<file path="src/rtl/alu_mem_subsystem.sv">
// rtl/alu_mem_subsystem.sv - 64-bit ALU, reset-clearable data memory and fixed instruction ROM
module alu_mem_subsystem #(
  parameter int DMEM_WORDS = 32,
  parameter int IMEM_WORDS = 64
) (
  input  logic        CLK,
  input  logic        reset,
  input  logic [3:0]  ALUCtrl,
  input  logic [63:0] BusA,
  input  logic [63:0] BusB,
  output logic [63:0] BusW,
  output logic        Zero,
  input  logic [63:0] DAddress,
  input  logic [63:0] WriteData,
  input  logic        MemoryRead,
  input  logic        MemoryWrite,
  output logic [63:0] ReadData,
  input  logic [63:0] IAddress,
  output logic [31:0] Instruction
);

  localparam int DAW = $clog2(DMEM_WORDS);
  localparam int IAW = $clog2(IMEM_WORDS);

  logic [63:0]    alu_w_d;
  logic [63:0]    mem_q [DMEM_WORDS];
  logic [DAW-1:0] dmem_idx;
  logic [IAW-1:0] rom_idx;
  logic           unused_addr_bits;

  // Doubleword and word indices; low alignment bits and high bits are dropped so addresses wrap
  assign dmem_idx = DAddress[DAW+2:3];
  assign rom_idx  = IAddress[IAW+1:2];
  assign unused_addr_bits = ^{DAddress[63:DAW+3], DAddress[2:0], IAddress[63:IAW+2], IAddress[1:0]};

  // ALU operation decode; unknown codes give zero so Zero asserts
  always_comb begin
    alu_w_d = 64'd0;
    case (ALUCtrl)
      4'b0000: alu_w_d = BusA & BusB;
      4'b0001: alu_w_d = BusA | BusB;
      4'b0010: alu_w_d = BusA + BusB;
      4'b0110: alu_w_d = BusA - BusB;
      4'b0111: alu_w_d = BusB;
      default: alu_w_d = 64'd0;
    endcase
  end

  assign BusW = alu_w_d;
  assign Zero = (alu_w_d == 64'd0);

  // Data memory: reset clears every doubleword at once and blocks the coincident write
  always_ff @(posedge CLK or posedge reset) begin
    if (reset) begin
      for (int i = 0; i < DMEM_WORDS; i++) begin
        mem_q[i] <= 64'd0;
      end
    end else if (MemoryWrite) begin
      mem_q[dmem_idx] <= WriteData;
    end
  end

  // Combinational load with no write bypass: the new value appears only after the edge
  assign ReadData = MemoryRead ? mem_q[dmem_idx] : 64'd0;

  // Fixed instruction ROM contents
  always_comb begin
    Instruction = 32'h0000_0000;
    case (rom_idx)
      IAW'(0): Instruction = 32'hF840_03E9;
      IAW'(1): Instruction = 32'hF840_83EA;
      IAW'(2): Instruction = 32'hF841_03EB;
      IAW'(3): Instruction = 32'hF841_83EC;
      default: Instruction = 32'h0000_0000;
    endcase
  end

endmodule

</file>
<file path="config.mk">
export PLATFORM = sky130hd
export DESIGN_NAME = alu_mem_subsystem
export DESIGN_NICKNAME = d
export VERILOG_FILES = /design/src/rtl/alu_mem_subsystem.sv
export SDC_FILE = /design/constraint.sdc
export NUM_CORES = 2
export LEC_CHECK = 0
export BUFFER_PORTS_ARGS = -buffer_cell sky130_fd_sc_hd__buf_2
export CAP_MARGIN = 20
export CORE_MARGIN = 2
export CORE_UTILIZATION = 62
export DETAILED_ROUTE_END_ITERATION = 10
export PLACE_DENSITY = 0.92
export SYNTH_ARGS = -nofsm -noshare
export SYNTH_HDL_FRONTEND = slang
export SYNTH_SLANG_ARGS = --single-unit
export TNS_END_PERCENT = 50
</file>
<file path="constraint.sdc">
create_clock -name CLK -period 67.3 [get_ports CLK]
set_input_delay 0 -clock CLK [delete_from_list [all_inputs] [get_ports CLK]]
set_output_delay 0 -clock CLK [all_outputs]
set_load 0.01 [all_outputs]
</file>
## Word level (Yosys, flattened, before mapping)

Index checks and enable logic that the tools add are counted.

| cells by class | value |
|---|---|
| equality and inequality tests | 7 |
| multiplexer cells | 9 |
| order comparisons | 2 |
| bitwise gates (word level) | 3 |
| add/subtract/negate cells | 2 |
| reductions and logical operators | 4 |

Operators with widths:

| cell | number |
|---|---|
| $bwmux 2048 | 1 |
| $bmux 64 s5 | 1 |
| $demux 64 s5 | 1 |
| $pmux 64 s5 | 1 |
| $mux 64 | 4 |
| $pmux 32 s4 | 1 |
| $add 64x64->64 | 1 |
| $and 64x64->64 | 1 |
| $logic_not 64->1 | 1 |
| $or 64x64->64 | 1 |
| $sub 64x64->64 | 1 |
| $eq 6x2->1 const B | 2 |
| $eq 4x3->1 const B | 2 |
| $eq 6x1->1 const B | 1 |
| $ge 6x6->1 const B | 1 |
| $logic_not 6->1 | 1 |
| $lt 6x1->1 const B | 1 |
| $not 5->6 | 1 |
| $eq 4x1->1 const B | 1 |
| $eq 4x2->1 const B | 1 |
| $logic_not 4->1 | 1 |
| $logic_and 1x1->1 | 1 |

| word-level totals | value |
|---|---|
| word-level logic and storage cells | 59 |
| bits of input ports | 328 |
| register bits | 2048 |

## Longest topological paths before layout

| logic depth | value |
|---|---|
| word-level depth | 6 |
| gate-level depth with buffers | 26 |

## Worst setup path before layout

Ideal clock, no wire load.

| path | value |
|---|---|
| path type | input port to output port |
| start point | input BusB[14] |
| end point | output Zero |
| arrival | 5.505 ns |
| path slack | 61.795 ns |
| stages | 22 |
| path buffers | 2 |
| cells stage by stage | or4_4 -> or3_4 -> or4_1 -> or3_1 -> buf_6 -> o31ai_1 -> xor2_1 -> ha_1 -> clkbuf_1 -> and4_1 -> nor3b_1 -> nand2_1 -> a21oi_1 -> or2_2 -> o21bai_1 -> o31ai_1 -> a31oi_1 -> or3_1 -> or4b_1 -> nor4_1 -> nand4b_1 -> nor3_2 |

| between the ends | value |
|---|---|
| word-level cells in the longest chain between the ends | 3 |
| elaborated cells on any way between the ends | 6 |

Ends and longest elaborated chain:

| what | RTL line | text |
|---|---|---|
| from (decl) | 10 | `input logic [63:0] BusB,` |
| $sub 64x64->64 or $add 64x64->64 (tied branches) | 43, 42 |  |
| $pmux 64 s5 * | 39 | `case (ALUCtrl)` |
| named net BusW[47] | 11 | `output logic [63:0] BusW,` |
| $logic_not 64->1 * | 50 | `assign Zero = (alu_w_d == 64'd0);` |
| to (decl) | 12 | `output logic Zero,` |

Mark *: on every way through the listed nets, which the timed path passes. The rest lies on a longest branch.

## Worst setup path in the final report

| path | value |
|---|---|
| start point | input BusB[12] |
| end point | output Zero |

| between the ends | value |
|---|---|
| word-level cells in the longest chain between the ends | 3 |
| elaborated cells on any way between the ends | 6 |

Ends and longest elaborated chain:

| what | RTL line | text |
|---|---|---|
| $sub 64x64->64, or another cell as far along | 43 | `4'b0110: alu_w_d = BusA - BusB;` |
| $pmux 64 s5 * | 39 |  |
| $logic_not 64->1 * | 50 |  |

Mark *: on every way between the ends. The rest lies on a longest branch, timed or not.

==> results.txt <==
# Max-Cap Violations -> 0
Relative slew margins -> 15.0%
Status -> finished clean
Die area -> 162000 sq um
Worst-case reg-to-reg path depth -> 1
Fin area -> 109000 sq um
Clock skew -> 0 ns
Post-synth EDFFs -> 0
Slowest CP cell -> or4b_2
Switching share of power -> 27.4%
Die Wd -> 403 um
P&R area growth vs syn -> 10.4%
Library cells used by synthesis -> 85
# IOs -> 489
Gr usage total -> 36.7%
Top Registers -> mem_q x2048
HP Class -> in2reg
Final slew viol count -> 0
Unrepaired setup endpoints after global routing -> no
FFs w/ async S/R, synth -> 100%
Worst EP required -> 67.30 ns
Top reg by flops -> mem_q
CTS Sinks -> 2048
Antenna-violating nets left -> 0
Buffer and inverter count on the worst path -> 2
Setup TNS -> 0 ns
Placed Area -> 101000 sq um
Most used DFF post-synth -> dfrtp_1
Clk buf depth -> 3
Cts repair resizes -> 0
Tmin final -> 7.21 ns
Sequential cell area fraction in the yosys report -> 52.0%
Initial DRC Count -> 8031
Clock buffer count from CTS -> 185
Fmax -> 139 MHz
Clk slew on worst S/H paths -> 0.07 ns
Vias in the first global route -> 70000
CORE AREA -> 158000 sq um
Initial core utilization -> 62.3%
Post-DP HPWL -> 159000 um
Final #Nets -> 7201
CP cell instances -> buf_2, or4_4, or3_4, or4_1, or3_1, o31ai_1, xor2_1, ha_1, nand4_1, nor3_1, nand3_1, a211oi_1, nor3_1, xor2_1, o22ai_1, or4b_2, nor4_1, nand4_1, nor4_1, nand4b_1, nor3_2, buf_2
Synthesis Warnings -> 0
Remaining global-route overflow -> 0
Final hold slack -> 0.137 ns
Leak -> 48.1 nW
Post-Syn Area -> 98500 sq um
Startpoint Class -> input pin
GP Congestion -> 0.917
Drt via density -> 7.31
DRT Wirelength -> 307000 um
Yosys reg bits -> 2048
Hold path cells -> 4
Fillers -> 9188
Logic pwr share -> 18.3%
Initial antenna violation count -> 25
Worst-Margin Slew -> 1.27 ns
CTS tree -> built
H-tree levels -> 4
Internal Power -> 2.44 mW
CTS Root Cell -> clkbuf_16
Overall via count from detail_route -> 66100
Clock share of power -> 33.4%
Sequential power share -> 48.4%
Syn Inst Count -> 6749
Setup CP Type -> in2out
DRT Pass-1 Iters -> 6
Max IR drop VDD -> 0.0000318 V
CP Depth -> 22
Row count -> 146
Pin count of the biggest net entering global routing -> 207
# setup viols final -> 0
Delay-heaviest family, CP -> simple AND/OR/NAND/NOR gates
Multi-input gate area -> 44900 sq um
CP max FO -> 11
Die Y -> 403 um
Buffers on Ports -> 356
Crit-path max cell delay -> 0.72 ns
Period utilization -> 10.7%
Max FFs per register -> 2048
Ratio of cells with drive above 1 in the final layout -> 48.9%
Net Sw Power -> 0.923 mW
Worst EP arrival -> 7.21 ns
DR WL/cell -> 33.9 um
Reg area -> 51200 sq um
Syn_area_per_cell -> 14.6 sq um
Count of final hold-check violations -> 0
Clk Latency, worst-skew pair -> 0.86 ns
Worst setup EP type -> output pin
DRC -> 0
First-pass GRT wire length -> 446000 um
Pwr dens -> 30.9 nW/um^2
cell families after synthesis:
kind of cell,after synthesis,synth area share [%]
xor+xnor,105,0.941
buf+inv,706,2.82
other cells,1,0.00381
mux,2565,35.2
compound gates,755,5.39
flops,2048,52.0
simple gates,457,2.37
fa+ha+maj,112,1.32
path summary, 6_finish.rpt:
path / from / to / slack (ns)
max: BusB[12] / Zero / 60.09
min: DAddress[7] / mem_q[410]$_DFFE_PP0P_ / 0.14
max reg2reg: mem_q[1263]$_DFFE_PP0P_ / mem_q[1263]$_DFFE_PP0P_ / 66.35
min reg2reg: mem_q[1086]$_DFFE_PP0P_ / mem_q[1086]$_DFFE_PP0P_ / 0.50
max in group asynchronous: reset / mem_q[1500]$_DFFE_PP0P_ / 61.32
min in group asynchronous: reset / mem_q[2037]$_DFFE_PP0P_ / 0.48
final cells by class:
type                       count  share of cell area [%]
sequential                  2048                    47.1
multi-input combinational   4009                    41.2
clock inverter                54                   0.677
timing repair buffer         539                    3.33
tap                         2072                    2.38
clock buffer                 281                    5.14
inverter                      23                  0.0885
antenna                       16                  0.0368
stage by stage:
step	worst slack (ns)	power, mW	instances	util [%]
finish	60.09	3.37	9042	68.8
CTS	60.24	3.32	9014	68.5
global route	59.85	3.46	9035	68.8
global placement	60.17	2.13	8613	64.1
floorplan	9.45	2.04	6763	-
detailed placement	60.26	2.20	8613	64.1
power groups by stage:
stage | Clock (mW) | Sequential (mW) | Combinational, mW
after floorplan | 0 | 1.58 | 0.456
after global placement | 0 | 1.58 | 0.544
after detailed placement | 0 | 1.62 | 0.577
after CTS | 1.11 | 1.61 | 0.599
after global routing | 1.17 | 1.64 | 0.650
final | 1.12 | 1.63 | 0.615
cells in the mapped netlist (9+ instances only):
| cell type | count | area, sq um |
|---|---|---|
| nand3_1 | 26 | 130 |
| or3_1 | 25 | 156 |
| o21bai_1 | 9 | 67.6 |
| a21o_1 | 28 | 210 |
| and3_1 | 10 | 62.6 |
| and2_1 | 13 | 81.3 |
| o21a_1 | 13 | 97.6 |
| o22ai_1 | 26 | 163 |
| a221oi_1 | 65 | 569 |
| buf_1 | 66 | 248 |
| a211oi_1 | 10 | 75.1 |
| a31oi_1 | 78 | 488 |
| xor2_1 | 50 | 438 |
| o31ai_1 | 17 | 128 |
| maj3_1 | 45 | 450 |
| nor3_1 | 31 | 155 |
| a21oi_1 | 104 | 521 |
| xnor2_1 | 54 | 473 |
| o221ai_1 | 10 | 87.6 |
| a22o_1 | 65 | 569 |
| clkbuf_1 | 581 | 2180 |
| buf_4 | 30 | 225 |
| mux2_2 | 2048 | 23100 |
| dfrtp_1 | 2048 | 51200 |
| a22oi_1 | 175 | 1310 |
| or2_2 | 9 | 56.3 |
| nor4_1 | 17 | 106 |
| mux4_2 | 512 | 11500 |
| nand2_1 | 121 | 454 |
| nand4_1 | 35 | 219 |
| o211ai_1 | 9 | 67.6 |
| inv_1 | 22 | 82.6 |
| ha_1 | 66 | 826 |
| nand2b_1 | 9 | 56.3 |
| nor2_1 | 111 | 417 |
| o21ai_0 | 86 | 430 |
metal layers:
layer / global-route usage, % / share of wire [%] / vias up
li1: - / - / 25500
met2: 56.9 / 46 / 4855
met5: 0 / 0.045 / -
met1: 45.7 / 34 / 34000
met3: 10.2 / 12 / 1644
met4: 23.9 / 7.7 / 22
repair_timing:
action	4_1_cts	5_1_grt
endpoints found under the hold margin	2172	0
setup buffers	0	0
hold buffers	66	0
cell usage in the layout (no fill, tap or decap), types with 15 or more instances in the layout:
cell,netlist,routed
mux2_2,2048,2048
dfrtp_1,2048,2048
mux4_2,512,512
buf_2,5,354
clkbuf_16,0,190
a22oi_1,175,175
nand2_1,121,113
a21oi_1,104,104
buf_4,30,102
o21ai_0,86,86
nor2_1,111,85
a31oi_1,78,78
ha_1,66,66
dlygate4sd3_1,0,66
a22o_1,65,65
a221oi_1,65,65
xnor2_1,54,54
xor2_1,50,50
clkbuf_8,0,50
maj3_1,45,45
clkbuf_1,581,41
nand4_1,35,35
nor3_1,31,29
a21o_1,28,28
nor2_4,0,26
nand3_1,26,26
o22ai_1,26,26
or3_1,25,24
clkinv_2,0,24
inv_1,22,21
nor4_1,17,17
o31ai_1,17,17
diode_2,0,16
conb_1,1,15
bufinv_16,0,15
(Power assumes the default switching activity.)
